File: src/rtl/memory_arbiter.sv
// memory_arbiter: shares one main-memory port between the I-cache and the
// D-cache. A miss becomes a sequential block fill (one word issued per cycle,
// with returns steered to the owning cache). A D-side write-through becomes a
// single-word write.
//
// Ports
//   clk, rst                 clock, synchronous active-high reset
//   IReq/IAddr               I-cache miss request, held until IDone
//   DReq/DWr/DAddr/DDataIn   D-cache fill or write request, held until DDone
//   MemDataIn/MemDataValid   in-order read returns from main memory
//   MemAddr/MemDataOut/
//   MemEnable/MemWrite       registered main-memory command
//   FillData/FillWordIdx     returned word and its index in the block
//   IFillValid/DFillValid    FillData belongs to the I-cache / D-cache
//   IDone/DDone              one-cycle completion pulses
module memory_arbiter #(
  parameter  int WORDS_PER_BLOCK = 8,
  parameter  int ADDR_WIDTH      = 16,
  localparam int IDX_W           = $clog2(WORDS_PER_BLOCK),
  localparam int OFF_W           = IDX_W + 1
) (
  input  logic                  clk,
  input  logic                  rst,
  input  logic                  IReq,
  input  logic [ADDR_WIDTH-1:0] IAddr,
  input  logic                  DReq,
  input  logic                  DWr,
  input  logic [ADDR_WIDTH-1:0] DAddr,
  input  logic [15:0]           DDataIn,
  input  logic [15:0]           MemDataIn,
  input  logic                  MemDataValid,
  output logic [ADDR_WIDTH-1:0] MemAddr,
  output logic [15:0]           MemDataOut,
  output logic                  MemEnable,
  output logic                  MemWrite,
  output logic [15:0]           FillData,
  output logic [IDX_W-1:0]      FillWordIdx,
  output logic                  IFillValid,
  output logic                  DFillValid,
  output logic                  IDone,
  output logic                  DDone
);

  typedef enum logic [2:0] {IDLE, I_FILL, D_FILL, D_WRITE, DONE} state_t;

  localparam logic [IDX_W:0]   NWORDS   = (IDX_W+1)'(WORDS_PER_BLOCK);
  localparam logic [IDX_W-1:0] LAST_IDX = IDX_W'(WORDS_PER_BLOCK - 1);

  state_t                     state;
  logic                       last_d;     // last owner: 1 = D-side, 0 = I-side
  logic [ADDR_WIDTH-OFF_W-1:0] blk;       // block address latched at grant
  logic [IDX_W:0]             issue_cnt;  // words issued so far (0..WORDS)
  logic [IDX_W-1:0]           ret_cnt;    // words returned so far

  // Byte-offset bits of the request addresses are not needed for fills.
  logic unused_addr_bits;
  assign unused_addr_bits = ^{IAddr[OFF_W-1:0], DAddr[0]};

  always_ff @(posedge clk) begin
    if (rst) begin
      state      <= IDLE;
      last_d     <= 1'b0;
      blk        <= '0;
      issue_cnt  <= '0;
      ret_cnt    <= '0;
      MemAddr    <= '0;
      MemDataOut <= '0;
      MemEnable  <= 1'b0;
      MemWrite   <= 1'b0;
      IDone      <= 1'b0;
      DDone      <= 1'b0;
    end else begin
      case (state)
        IDLE: begin
          // On conflict serve the side that did not go last.
          if (DReq && (!IReq || !last_d)) begin
            last_d <= 1'b1;
            if (DWr) begin
              state      <= D_WRITE;
              MemAddr    <= {DAddr[ADDR_WIDTH-1:1], 1'b0};
              MemDataOut <= DDataIn;
              MemEnable  <= 1'b1;
              MemWrite   <= 1'b1;
            end else begin
              state     <= D_FILL;
              blk       <= DAddr[ADDR_WIDTH-1:OFF_W];
              MemAddr   <= {DAddr[ADDR_WIDTH-1:OFF_W], {IDX_W{1'b0}}, 1'b0};
              MemEnable <= 1'b1;
              issue_cnt <= (IDX_W+1)'(1);
              ret_cnt   <= '0;
            end
          end else if (IReq) begin
            last_d    <= 1'b0;
            state     <= I_FILL;
            blk       <= IAddr[ADDR_WIDTH-1:OFF_W];
            MemAddr   <= {IAddr[ADDR_WIDTH-1:OFF_W], {IDX_W{1'b0}}, 1'b0};
            MemEnable <= 1'b1;
            issue_cnt <= (IDX_W+1)'(1);
            ret_cnt   <= '0;
          end
        end

        I_FILL, D_FILL: begin
          // Issue side: one word per cycle until the block is fully requested.
          if (issue_cnt < NWORDS) begin
            MemAddr   <= {blk, issue_cnt[IDX_W-1:0], 1'b0};
            issue_cnt <= issue_cnt + 1'b1;
          end else begin
            MemEnable <= 1'b0;
            MemAddr   <= '0;
          end
          // Return side: runs independently since returns overlap issues.
          if (MemDataValid) begin
            ret_cnt <= ret_cnt + 1'b1;
            if (ret_cnt == LAST_IDX) begin
              state     <= DONE;
              MemEnable <= 1'b0;
              MemAddr   <= '0;
              if (state == D_FILL) DDone <= 1'b1;
              else                 IDone <= 1'b1;
            end
          end
        end

        D_WRITE: begin
          state      <= DONE;
          MemAddr    <= '0;
          MemDataOut <= '0;
          MemEnable  <= 1'b0;
          MemWrite   <= 1'b0;
          DDone      <= 1'b1;
        end

        DONE: begin
          state <= IDLE;
          IDone <= 1'b0;
          DDone <= 1'b0;
        end

        default: state <= IDLE;
      endcase
    end
  end

  // Read returns pass straight through to the owning cache in the same cycle.
  logic fill_hit;
  assign fill_hit    = MemDataValid && (state == I_FILL || state == D_FILL);
  assign IFillValid  = fill_hit && (state == I_FILL);
  assign DFillValid  = fill_hit && (state == D_FILL);
  assign FillData    = fill_hit ? MemDataIn : 16'h0000;
  assign FillWordIdx = fill_hit ? ret_cnt : '0;

endmodule
File: config.mk
export PLATFORM = sky130hd
export DESIGN_NAME = memory_arbiter
export DESIGN_NICKNAME = d
export VERILOG_FILES = /design/src/rtl/memory_arbiter.sv
export SDC_FILE = /design/constraint.sdc
export NUM_CORES = 1
export LEC_CHECK = 0
export ABC_AREA = 0
export BUFFER_PORTS_ARGS = -buffer_cell sky130_fd_sc_hd__clkbuf_2
export CAP_MARGIN = 20
export CORE_UTILIZATION = 30
export CTS_CLUSTER_SIZE = 14
export DETAILED_ROUTE_END_ITERATION = 10
export GPL_TIMING_DRIVEN = 0
export PLACE_DENSITY_LB_ADDON = 0.25
export RECOVER_POWER = 100
export SLEW_MARGIN = 20
export SYNTH_ARGS = -nofsm -noshare
export SYNTH_HDL_FRONTEND = slang
export SYNTH_SLANG_ARGS = --single-unit
File: constraint.sdc
create_clock -name clk -period 2.6 [get_ports clk]
set_clock_uncertainty 0.2 [all_clocks]
set_input_delay 0.26 -clock clk [delete_from_list [all_inputs] [get_ports clk]]
set_output_delay 0.26 -clock clk [all_outputs]
set_load 0.05 [all_outputs]
==> Yosys cells after proc, flatten, opt, wreduce, memory -nomap -nowiden <==
Cells that the tools add are included.
{ "totals": {"register_bits": 59, "latch_bits": 0, "ram_bits": 0, "rom_bits": 0, "out_inout_bits": 57, "word_cells": 104, "mem_count": 0} }
{ "op_classes": {"add_sub_neg": 2, "mul": 0, "div_mod_pow": 0, "n_lt_le_gt_ge": 1, "n_eq_ne": 15, "n_shift": 0, "n_mux": 50, "n_bitwise": 0, "reduce_logical": 25} }
{ "op_table": {"columns": ["operator", "count"], "rows": [
  ["$mux 16", 8],
  ["$pmux 16 s3", 1],
  ["$mux 12", 3],
  ["$pmux 16 s2", 1],
  ["$mux 3", 9],
  ["$mux 4", 5],
  ["$mux 1", 16],
  ["$ne 2x2->1 const B", 8],
  ["$reduce_and 4->1", 4],
  ["$pmux 3 s3", 1],
  ["$reduce_and 3->1", 3],
  ["$pmux 4 s2", 1],
  ["$reduce_bool 2->1", 4],
  ["$eq 3x2->1 const B", 2],
  ["$eq 3x3->1 const B", 2],
  ["$ne 3x3->1 const B", 2],
  ["$pmux 1 s3", 2],
  ["$pmux 3 s2", 1],
  ["$reduce_bool 3->1", 2],
  ["$add 4x1->4 const B", 1],
  ["$logic_and 1x1->1", 4],
  ["$lt 4x4->1 const B", 1],
  ["$pmux 1 s2", 2],
  ["$reduce_and 2->1", 2],
  ["6 further kinds", 8]
]} }

==> Longest topological paths before layout <==
{ "depth": {"word_depth": 5, "mapped_depth": 7, "ltp_nobuf": 6} }

==> Least setup slack after synthesis <==
OpenSTA, ideal clock, no wires.
{ "synth_timing": {"path_type": "flip-flop to output port", "startpoint": "reg state[1]", "endpoint": "out DFillValid", "arrival_ns": 1.870, "t_required_ns": 2.140, "slack_ns": 0.270, "stages_incl_launch_ff": 3, "cell_sequence": "dfxtp_1 -> clkbuf_1 -> nor3b_1"} }
{ "synth_between": {"elab_chain_cells": 4} }
{ "synth_lines": {"columns": ["element", "line", "source"], "rows": [
  ["from (decl)", "49", "state_t state;"],
  ["from (signal assigned)", "61", "state <= IDLE;"],
  ["from (signal assigned)", "79", "state <= D_WRITE;"],
  ["from (signal assigned)", "85", "state <= D_FILL;"],
  ["$eq 3x1->1 / $eq 3x2->1 (equally long branches)", "147, 149", null],
  ["$logic_or 1x1->1", "147", "assign fill_hit = MemDataValid && (state == I_FILL || state == D_FILL);"],
  ["$logic_and 1x1->1", "147", null],
  ["$logic_and 1x1->1 *", "149", "assign DFillValid = fill_hit && (state == D_FILL);"],
  ["to (decl)", "39", "output logic DFillValid,"]
]} }
Mark *: on every way between the ends. The rest lies on a longest branch, timed or not.

==> Worst setup path after layout <==
{ "layout_timing": {"startpoint": "reg state[2]", "endpoint": "out FillData[4]"} }
{ "layout_between": {"elab_chain_cells": 4} }
{ "layout_lines": {"columns": ["element", "line", "source"], "rows": [
  ["$eq 3x1->1 / $eq 3x2->1 (equally long branches)", "147", null],
  ["$logic_or 1x1->1 *", "147", null],
  ["$logic_and 1x1->1 *", "147", null],
  ["$mux 16 *", "150", "assign FillData = fill_hit ? MemDataIn : 16'h0000;"],
  ["to (decl)", "36", "output logic [15:0] FillData,"]
]} }
Marks and branches as above.

==> out/qor.csv <==
metric,value,unit
vdd_drop_max,0.432,mV
worst_hold_slack,0.0583,ns
relSlewSlack,57.6,%
pin_count,127,
synth_nets,360,
grt_pass1_wl,12500,um
startpoint_type,flip-flop,
finish.utilization,42.5,%
cts-root-buf,clkbuf_8,
portBuffers,118,
insertedDiodeCount,0,
cts_setup_buffers,0,
num-fill-cells,880,
drc,0,
drive_gt1_share,28.0,%
fp.coreArea,0.00872,mm^2
min_period,2.44,ns
track_usage,16.8,%
drtPass1Iterations,4,
clk_latency,0.34,ns
antenna_left,0,
synth_area_leaders,"dfxtp_1, a22o_1, and2_1",
die_h,96.7,um
tightest_slew,0.631,ns
nets,506,
ys_ff_latch,58,
yosys-top-cells-count,"dfxtp_1, nor2_1, a22o_1, and2_1, a21oi_1",
wl_per_cell,14.3,um
syn_inst,287,
dp_hpwl,5540,um
totalWireLength,7810,um
p_leak,1.61,nW
path_clk_slew,0.06,ns
clock_sinks,58,
synth_area,0.00269,mm^2
die-width,96.7,um
slew_violations,0,
final_area,0.00370,mm^2
timing.final.crit_share,93.7,%
ys_seq_area_share,43.1,%
clock.fmax,0.411,GHz
grt_remaining_overflow,0,
report.final.setup_viol,0,
grt_pass1_vias,2531,
async_flop_share,0,%
path_max_fanout,10,
cts_tree,yes,
synth-edff-count,0,
cp.arrival,1.98,ns
crit_path_end_kind,primary output,
cap_violations,0,
synth_top_area_share,43.1,%
yosysWarnings,0,
holdCritPathClass,in2reg,
synth.avg_cell_area,9.38,um^2
power,3.41,mW
antenna_found_initial,0,
drt_iter0_drc,107,
num_rows,34,
cts_buffers,9,
r2r_slack,0.23,ns
synth_ff_type,dfxtp_1,
cts_max_level,3,
rsz0062_at_grt,no,
synthDistinctLibCells,54,
p_per_area,922,mW/mm^2
syn_to_final_growth,37.6,%
fin_setup_tns,0,ns
status,"finished, final reports clean",
gp_congestion,0.753,
cp_data_required_time,2.14,ns
yosys.area.top_type,dfxtp_1,
vias_per_cell,5.00,
criticalPathCategory,reg2out,
dieArea,0.00935,mm^2
grt_start_max_net_pins,11,
via_count,2719,
placed_cell_area,0.00342,mm^2
initial_utilization,30.9,%
yosysMostFrequentCell,dfxtp_1,
finalHoldViolCount,0,
clock_path_buffers,2,
==> sequential cells by signal, indices dropped and copies added, names as in the netlist <==
signal and flops:
ret_cnt 3, IDone 1, MemEnable 1, last_d 1, MemAddr 15, MemDataOut 16, blk 12, state 3
issue_cnt 4, DDone 1, MemWrite 1
==> worst paths after layout <==
| check | startpoint | end | cells past startpoint |
|---|---|---|---|
| hold / removal | DReq | last_d$_SDFFE_PP0P_ | 3 |
| hold reg to reg | blk[6]$_SDFFE_PP0P_ | blk[6]$_SDFFE_PP0P_ | 2 |
| setup / recovery | state[2]$_SDFFE_PP0P_ | FillData[4] | 6 |
| setup reg to reg | state[1]$_SDFFE_PP0P_ | MemAddr[14]$_SDFFE_PP0P_ | 6 |
==> timing repair <==
item	in CTS	in global routing
resized for setup	0	0
hold buffers	17	0
endpoints found under the hold margin	17	0
==> cell type report <==
type                    count  area [um^2]  area share [%]
inverters                   3         11.3           0.304
multi-input cells         204         1400            37.9
repair buffers            135          714            19.3
clock inverters             4         45.0            1.22
clock buffers              10          128            3.45
plain buffers              22          105            2.84
flip-flops and latches     58         1160            31.4
well taps                 108          135            3.65
==> placed cells by master, fill, tap and decap left out, drive strengths merged, types with 3 or more instances in the layout <==
cell type	n
clkbuf	143
dfxtp	58
nor2	31
a22o	24
and2	21
a21oi	19
dlygate4sd3	17
nand2	15
a211oi	13
mux2i	9
nor3	8
o21ba	8
buf	7
o21ai	4
a21o	4
nand2b	3
inv	3
or2	3
a221o	3
a22oi	3
nand3	3
ha	3
clkinv	3
o211ai	3
==> worst max-delay path, cell delays in order, from the launching register on <==
cell and delay [ns]:
dfxtp_1 0.29, clkbuf_2 0.17, nand2b_1 0.22, nor2_1 0.21, clkbuf_1 0.28, and2_0 0.18, clkbuf_2 0.28
==> logic make-up after synthesis <==
family / share of synthesized area [%]
and+or+nand+nor: 18.9
xor gates and xnor gates: 0.605
AOI/OAI and AO/OA: 27.7
buffers and inverters: 4.42
muxes: 3.77
other: 0.139
DFF: 43.1
adders and majority gates: 1.39
==> routing by layer <==
| layer | vias to the layer above | GRT usage, % | wire length, um |
|---|---|---|---|
| li1 | 1338 | - | - |
| met1 | 1276 | 21.5 | 3610 |
| met2 | 93 | 27.0 | 3700 |
| met3 | 12 | 5.49 | 389 |
| met4 | 0 | 4.82 | 109 |
| met5 | - | 0 | 0 |
==> power breakdown <==
part	internal [mW]	switching (mW)	leakage [nW]
logic	0.466	1.03	1.04
clock network	0.427	0.340	0.0918
registers	1.05	0.104	0.475
total	1.94	1.47	1.61
==> per-stage QoR <==
stage / cells / worst slack (ns)
4_1_cts: 544 / 0.129
5_1_grt: 544 / 0.00360
3_5_place_dp: 513 / 0.281
3_3_place_gp: 513 / 0.298
2_1_floorplan: 287 / 0.270
6_report: 544 / 0.164
No activity file was read; power rests on OpenSTA's default activity.
